File: config.mk
export PLATFORM = sky130hd
export DESIGN_NAME = seg_scan_mux_n_flat
export DESIGN_NICKNAME = d
export VERILOG_FILES = /design/src/rtl/seg_scan_if.sv /design/src/rtl/seg_scan_mux_n.sv /design/src/flat_wrapper.sv
export SDC_FILE = /design/constraint.sdc
export NUM_CORES = 1
export LEC_CHECK = 0
export BUFFER_PORTS_ARGS = -buffer_cell sky130_fd_sc_hd__buf_4
export CELL_PAD_IN_SITES_DETAIL_PLACEMENT = 1
export CELL_PAD_IN_SITES_GLOBAL_PLACEMENT = 2
export CORE_AREA = 2 2 174 176
export CTS_BUF_LIST = sky130_fd_sc_hd__clkbuf_2 sky130_fd_sc_hd__clkbuf_4 sky130_fd_sc_hd__clkbuf_8
export DETAILED_ROUTE_END_ITERATION = 10
export DIE_AREA = 0 0 176 178
export GPL_ROUTABILITY_DRIVEN = 1
export PLACE_DENSITY_LB_ADDON = 0.25
export REMOVE_ABC_BUFFERS = 1
export SKIP_CTS_REPAIR_TIMING = 1
export SLEW_MARGIN = 25
export SYNTH_ARGS = -nofsm -noshare
export SYNTH_HDL_FRONTEND = slang
export SYNTH_SLANG_ARGS = --single-unit
File: constraint.sdc
create_clock -name clkd -period 6.5 [get_ports clkd]
set_input_delay 0.65 -clock clkd [delete_from_list [all_inputs] [get_ports clkd]]
set_output_delay 0.65 -clock clkd [all_outputs]
set_load 0.01 [all_outputs]
File: src/rtl/seg_scan_if.sv
// Bus between the datapath and the seven-segment scan driver: display
// configuration in, multiplexed anode/segment pins out.
interface seg_scan_if #(
    parameter int unsigned DIGITS = 8
);
    logic [4*DIGITS-1:0] data;
    logic [DIGITS-1:0]   dig_en;
    logic [DIGITS-1:0]   dp;
    logic [DIGITS-1:0]   blink;
    logic                lz_blank;
    logic [3:0]          bright;
    logic                load;
    logic [DIGITS-1:0]   an;
    logic [6:0]          seg;
    logic                dp_n;
    logic                frame_tick;

    modport master (
        output data, dig_en, dp, blink, lz_blank, bright, load,
        input  an, seg, dp_n, frame_tick
    );

    modport slave (
        input  data, dig_en, dp, blink, lz_blank, bright, load,
        output an, seg, dp_n, frame_tick
    );
endinterface

File: src/rtl/seg_scan_mux_n.sv
// Multi-digit seven-segment scan driver: double-buffered config, per-digit
// enable/dp/blink, leading-zero blanking and 16-level PWM brightness.
module seg_scan_mux_n #(
    parameter int unsigned DIGITS       = 8,
    parameter int unsigned SCAN_DIV     = 200000,
    parameter int unsigned BLINK_FRAMES = 32
) (
    input  logic        clkd,
    input  logic        rstn,
    seg_scan_if.slave   bus
);
    localparam int unsigned CW = (SCAN_DIV > 1) ? $clog2(SCAN_DIV) : 1;
    localparam int unsigned IW = (DIGITS > 1) ? $clog2(DIGITS) : 1;
    localparam int unsigned FW = (BLINK_FRAMES > 1) ? $clog2(BLINK_FRAMES) : 1;
    localparam int unsigned SW = SCAN_DIV / 16;

    typedef struct packed {
        logic [4*DIGITS-1:0] data;
        logic [DIGITS-1:0]   dig_en;
        logic [DIGITS-1:0]   dp;
        logic [DIGITS-1:0]   blink;
        logic                lz_blank;
        logic [3:0]          bright;
    } cfg_t;

    localparam cfg_t CFG_RST = '{data: '0, dig_en: '0, dp: '0, blink: '0,
                                 lz_blank: 1'b0, bright: 4'hF};

    function automatic logic [6:0] hex_decode(input logic [3:0] n);
        logic [6:0] s;
        case (n)
            4'h0: s = 7'h01;  4'h1: s = 7'h4F;  4'h2: s = 7'h12;  4'h3: s = 7'h06;
            4'h4: s = 7'h4C;  4'h5: s = 7'h24;  4'h6: s = 7'h20;  4'h7: s = 7'h0F;
            4'h8: s = 7'h00;  4'h9: s = 7'h04;  4'hA: s = 7'h08;  4'hB: s = 7'h60;
            4'hC: s = 7'h31;  4'hD: s = 7'h42;  4'hE: s = 7'h30;  default: s = 7'h38;
        endcase
        return s;
    endfunction

    cfg_t              act_q, act_d, pend_q, pend_d, in_c;
    logic              pend_v_q, pend_v_d;
    logic [CW-1:0]     cnt_q, cnt_d;
    logic [IW-1:0]     idx_q, idx_d;
    logic [FW-1:0]     fc_q, fc_d;
    logic              phase_q, phase_d;
    logic [DIGITS-1:0] an_q, an_d;
    logic [6:0]        seg_q, seg_d;
    logic              dp_n_q, dp_n_d;
    logic              ft_q, ft_d;

    logic              slot_end_c, wrap_c, lit_c;
    logic [3:0]        nib_c;
    logic [31:0]       thr_c;
    logic [DIGITS-1:0] lz_c;
    logic              zero_run_c;

    assign in_c = '{data: bus.data, dig_en: bus.dig_en, dp: bus.dp, blink: bus.blink,
                    lz_blank: bus.lz_blank, bright: bus.bright};

    // Scan timing, blink phase and config double buffer
    always_comb begin
        slot_end_c = (cnt_q == CW'(SCAN_DIV - 1));
        wrap_c     = slot_end_c && (idx_q == IW'(DIGITS - 1));
        cnt_d      = slot_end_c ? '0 : cnt_q + CW'(1);
        idx_d      = idx_q;
        fc_d       = fc_q;
        phase_d    = phase_q;
        if (slot_end_c) begin
            idx_d = wrap_c ? '0 : idx_q + IW'(1);
        end
        if (wrap_c) begin
            if (fc_q == FW'(BLINK_FRAMES - 1)) begin
                fc_d    = '0;
                phase_d = ~phase_q;
            end else begin
                fc_d = fc_q + FW'(1);
            end
        end
        // A load on the wrap cycle stays pending for the following wrap
        pend_d   = bus.load ? in_c : pend_q;
        pend_v_d = bus.load | (pend_v_q & ~wrap_c);
        act_d    = (wrap_c && pend_v_q) ? pend_q : act_q;
    end

    // Leading-zero run from the top, skipping disabled digits
    always_comb begin
        lz_c       = '0;
        zero_run_c = act_q.lz_blank;
        for (int i = int'(DIGITS) - 1; i >= 1; i--) begin
            lz_c[i] = zero_run_c && (act_q.data[4*i +: 4] == 4'h0);
            if (act_q.dig_en[i]) begin
                zero_run_c = zero_run_c && (act_q.data[4*i +: 4] == 4'h0);
            end
        end
    end

    // Pin drive for the current slot, registered below
    always_comb begin
        an_d   = '1;
        seg_d  = 7'h7F;
        dp_n_d = 1'b1;
        ft_d   = wrap_c;
        nib_c  = act_q.data[4*idx_q +: 4];
        thr_c  = (32'(act_q.bright) + 32'd1) * 32'(SW);
        lit_c  = act_q.dig_en[idx_q] && !(act_q.blink[idx_q] && phase_q)
                 && (32'(cnt_q) < thr_c);
        if (lit_c) begin
            an_d   = ~(DIGITS'(1) << idx_q);
            seg_d  = lz_c[idx_q] ? 7'h7F : hex_decode(nib_c);
            dp_n_d = ~act_q.dp[idx_q];
        end
    end

    always_ff @(posedge clkd or negedge rstn) begin
        if (!rstn) begin
            act_q    <= CFG_RST;
            pend_q   <= CFG_RST;
            pend_v_q <= 1'b0;
            cnt_q    <= '0;
            idx_q    <= '0;
            fc_q     <= '0;
            phase_q  <= 1'b0;
            an_q     <= '1;
            seg_q    <= 7'h7F;
            dp_n_q   <= 1'b1;
            ft_q     <= 1'b0;
        end else begin
            act_q    <= act_d;
            pend_q   <= pend_d;
            pend_v_q <= pend_v_d;
            cnt_q    <= cnt_d;
            idx_q    <= idx_d;
            fc_q     <= fc_d;
            phase_q  <= phase_d;
            an_q     <= an_d;
            seg_q    <= seg_d;
            dp_n_q   <= dp_n_d;
            ft_q     <= ft_d;
        end
    end

    assign bus.an         = an_q;
    assign bus.seg        = seg_q;
    assign bus.dp_n       = dp_n_q;
    assign bus.frame_tick = ft_q;
endmodule

File: src/flat_wrapper.sv
// flat-port wrapper written by rule: the top's interface ports become plain ports
module seg_scan_mux_n_flat 
#(
    parameter int unsigned DIGITS       = 8,
    parameter int unsigned SCAN_DIV     = 200000,
    parameter int unsigned BLINK_FRAMES = 32
)
  (clkd, rstn, bus_data, bus_dig_en, bus_dp, bus_blink, bus_lz_blank, bus_bright, bus_load, bus_an, bus_seg, bus_dp_n, bus_frame_tick);
  seg_scan_if #(.DIGITS(DIGITS)) bus_i ();
  input  logic clkd;
  input  logic rstn;
  input wire logic [$bits(bus_i.data)-1:0] bus_data;
  input wire logic [$bits(bus_i.dig_en)-1:0] bus_dig_en;
  input wire logic [$bits(bus_i.dp)-1:0] bus_dp;
  input wire logic [$bits(bus_i.blink)-1:0] bus_blink;
  input wire logic [$bits(bus_i.lz_blank)-1:0] bus_lz_blank;
  input wire logic [$bits(bus_i.bright)-1:0] bus_bright;
  input wire logic [$bits(bus_i.load)-1:0] bus_load;
  output wire logic [$bits(bus_i.an)-1:0] bus_an;
  output wire logic [$bits(bus_i.seg)-1:0] bus_seg;
  output wire logic [$bits(bus_i.dp_n)-1:0] bus_dp_n;
  output wire logic [$bits(bus_i.frame_tick)-1:0] bus_frame_tick;
  assign bus_i.data = bus_data;
  assign bus_i.dig_en = bus_dig_en;
  assign bus_i.dp = bus_dp;
  assign bus_i.blink = bus_blink;
  assign bus_i.lz_blank = bus_lz_blank;
  assign bus_i.bright = bus_bright;
  assign bus_i.load = bus_load;
  assign bus_an = bus_i.an;
  assign bus_seg = bus_i.seg;
  assign bus_dp_n = bus_i.dp_n;
  assign bus_frame_tick = bus_i.frame_tick;
  seg_scan_mux_n #(.DIGITS(DIGITS), .SCAN_DIV(SCAN_DIV), .BLINK_FRAMES(BLINK_FRAMES)) u_core (.clkd(clkd), .rstn(rstn), .bus(bus_i));
endmodule
==> results.json <==
{
  "status": "completed",
  "pwr-share-clk_pct": 42.8,
  "clock_latency_ps": 460,
  "drt-total-wl_um": 19900,
  "routedWlPerCell_um": 17.2,
  "initial_core_util_pct": 29.7,
  "maxCapViolations": 0,
  "power_density_nw_per_um2": 207,
  "critPathCaptureType": "flop",
  "crit_fanout": 16,
  "reg2reg_from": "u_core.act_q[0]$_DFFE_PN1P_",
  "switching_share_pct": 23.1,
  "slew_headroom_pct": 39.0,
  "ioPinCount": 81,
  "dieArea_um2": 31300,
  "worstPathCellList": "ha_1, xor2_1, ha_1, xnor2_1, ha_1, ha_1, ha_1, a211oi_1, nor2_1, o31a_1, or2_2, a31oi_1, xor2_1, ha_1, a21oi_1, o21ai_0, nor3_1, a21oi_1, o211ai_1, buf_4, o2111ai_1",
  "worstPathArrival_ps": 5680,
  "fin_skew_ps": 15.9,
  "power.leakage_nw": 4.60,
  "rrSetupSlack_ps": 1160,
  "clk_pin_slew_worst_paths_ps": 100,
  "avgSynthCellArea_um2": 13.0,
  "grt_pass1_vias": 6000,
  "critPathSlowestCell": "dfstp_2",
  "finalInstanceArea_um2": 10100,
  "finalSetupViolCount": 0,
  "die_w_um": 176,
  "drtPass1Iterations": 4,
  "cts_tree": "built",
  "setup.worst_path.start_class": "flop",
  "cp.buffers_inverters": 1,
  "postSynthCellCount": 672,
  "area_growth_pct": 16.1,
  "drt_iter0_drc": 187,
  "synthArstFlopShare_pct": 100,
  "core_area_um2": 29400,
  "port_buffers": 80,
  "num_rows": 63,
  "crit_type": "reg -> reg",
  "fmax_mhz": 187,
  "slew_violations": 0,
  "seqPwrFrac_pct": 52.4,
  "hold_viol": 0,
  "h-tree-depth": 4,
  "finalCriticalPeriod_ps": 5340,
  "clock_path_buffers": 2,
  "crit_required_ps": 6840,
  "tightest_slew_ps": 890,
  "reg2reg_depth": 21,
  "drc_errors": 0,
  "grt_overflow": 0,
  "rsz0062_at_grt": "no",
  "clock_sinks": 167,
  "antenna_found_initial": 0,
  "crit_family": "adder cells",
  "vias_per_cell": 4.73,
  "root_buffer": "clkbuf_8",
  "r2r_end": "u_core.bus.seg[4]$_DFF_PN1_",
  "crit_path_frequent_cell": "ha_1",
  "final_nets": 877,
  "cts_buffers": 17,
  "grt_use_total_pct": 13.4,
  "n_antenna_cell": 0,
  "ant_nets": 0,
  "timing.final.crit_share_pct": 82.1,
  "synth_ff_type": "dfrtp_1",
  "grt_pass1_wl_um": 32900,
  "ys_seq_area_share_pct": 48.2,
  "power_frac_comb_pct": 4.8,
  "internal_power_w": 0.00162,
  "dp_hpwl_um": 14500,
  "power_switching_w": 0.000486,
  "layout-drive-gt1-share_pct": 35.9,
  "die-height_um": 178,
  "vdd_drop_max_v": 0.000133,
  "setup_tns_ps": 0,
  "yosys_warnings": 0,
  "synth_edf_count": 0,
  "syn_area_um2": 8740,
  "synth-seq-cells": 167,
  "whs_ps": 300,
  "fin_util_pct": 34.5,
  "critPathMaxStageDelay_ps": 650,
  "yosysUniqueCellTypes": 65,
  "place_area_um2": 9660,
  "gp_congestion": 0.739,
  "num_vias": 5454,
  "hp-class": "in -> async",
  "grt_start_max_net_pins": 109
}
[worst max path at each step]
| stage | from | endpoint | slack [ps] | cells after the start |
|---|---|---|---|---|
| 4_1_cts | u_core.act_q[0]$_DFFE_PN1P_ | u_core.bus.an[4]$_DFF_PN1_ | 1100 | 21 |
| 3_5_place_dp | u_core.act_q[0]$_DFFE_PN1P_ | u_core.bus.seg[4]$_DFF_PN1_ | 1130 | 21 |
| 2_1_floorplan | u_core.act_q[0]$_DFFE_PN1P_ | u_core.bus.seg[4]$_DFF_PN1_ | 1630 | 20 |
| 3_3_place_gp | u_core.act_q[0]$_DFFE_PN1P_ | u_core.bus.seg[4]$_DFF_PN1_ | 1330 | 21 |
| 6_report | u_core.act_q[0]$_DFFE_PN1P_ | u_core.bus.seg[4]$_DFF_PN1_ | 1160 | 21 |
| 5_1_grt | u_core.act_q[0]$_DFFE_PN1P_ | u_core.bus.seg[4]$_DFF_PN1_ | 640 | 21 |
[routing by layer]
layer / up-vias / track usage [%] / share of wire, %
li1: 2604 / - / -
met1: 2755 / 17.9 / 47
met2: 73 / 22.3 / 49
met3: 22 / 2.41 / 3.0
met4: 0 / 3.55 / 1.3
met5: - / 0 / 0
[final cells by class]
class | count | area [um^2]
Clock buffer | 18 | 248
Tap cell | 390 | 488
Clock inverter | 14 | 238
Multi-Input combinational cell | 458 | 4240
Inverter | 22 | 82.6
Fill cell | 3104 | 19300
Timing Repair Buffer | 85 | 644
Sequential cell | 167 | 4210
[metrics by stage]
stage | setup WS [ps] | cells | power [W]
finish | 1160 | 1154 | 0.00210
global route | 640 | 1154 | 0.00220
CTS | 1100 | 1154 | 0.00214
detailed placement | 1130 | 1122 | 0.00123
global placement | 1330 | 1122 | 0.00122
floorplan | 1630 | 647 | 0.00115
[sequential cells by signal (all words and copies together) (netlist names)]
name and flops:
u_core.pend_v_q 1, u_core.idx_q 3, u_core.bus.frame_tick 1, u_core.fc_q 5, u_core.bus.dp_n 1, u_core.cnt_q 18
u_core.pend_q 61, u_core.bus.seg 7, u_core.bus.an 8, u_core.phase_q 1, u_core.act_q 61
[kinds of logic (layout without fill, tap and decap cells)]
group,after synthesis,in the layout,synth area share [%]
flip-flops,167,167,48.2
AND/OR/NAND/NOR,140,140,8.56
buffers and inverters,47,139,3.38
multiplexers,140,140,21.5
AO/OA/AOI/OAI,85,85,6.31
adder cells (fa/ha/maj),62,62,8.96
XOR/XNOR,31,31,3.11
[layout by cell type, fill, tap and decap left out, types with 7 or more instances in the layout]
cell type and count:
nor3_1 7, nand4_1 15, and3_1 7, o21ai_0 20
nor4_1 7, a21o_1 7, xnor2_1 15, dfrtp_1 142
mux2_4 50, inv_1 19, dfstp_2 24, ha_1 61
clkbuf_8 19, nand3_1 18, buf_4 84, mux2_2 65
mux4_2 11, nor2_1 25, a21oi_1 18, nand2_1 29
xor2_1 16, mux2_1 7
[power by group through the flow]
stage | clock (W) | sequential, W | combinational, W
6_report | 0.000901 | 0.00110 | 0.000101
5_1_grt | 0.000977 | 0.00111 | 0.000113
4_1_cts | 0.000936 | 0.00110 | 0.000105
3_5_place_dp | 0 | 0.00112 | 0.000104
3_3_place_gp | 0 | 0.00112 | 0.0000999
2_1_floorplan | 0 | 0.00111 | 0.0000412
[cells in the mapped netlist (all sizes together) (11+ instances only)]
cell type | count | area, um^2
dfrtp | 143 | 3580
nor2 | 25 | 93.8
xnor2 | 15 | 131
nand4 | 15 | 93.8
buf | 13 | 168
o21ai | 22 | 110
clkbuf | 12 | 45.0
mux4 | 11 | 248
a21oi | 18 | 90.1
nand3 | 18 | 90.1
ha | 61 | 763
dfstp | 24 | 631
inv | 19 | 71.3
xor2 | 16 | 140
mux2 | 122 | 1560
nand2 | 29 | 109
[worst reg2reg max path, cell delays in order, from the launching register on]
cell and delay (ps):
dfstp_2 650, ha_1 220, xor2_1 410, ha_1 270, xnor2_1 140, ha_1 260
ha_1 280, ha_1 370, a211oi_1 230, nor2_1 110, o31a_1 300, or2_2 320
a31oi_1 200, xor2_1 190, ha_1 270, a21oi_1 150, o21ai_0 90, nor3_1 150
a21oi_1 100, o211ai_1 130, buf_4 260, o2111ai_1 140
Power figures use the tool's default switching activity.
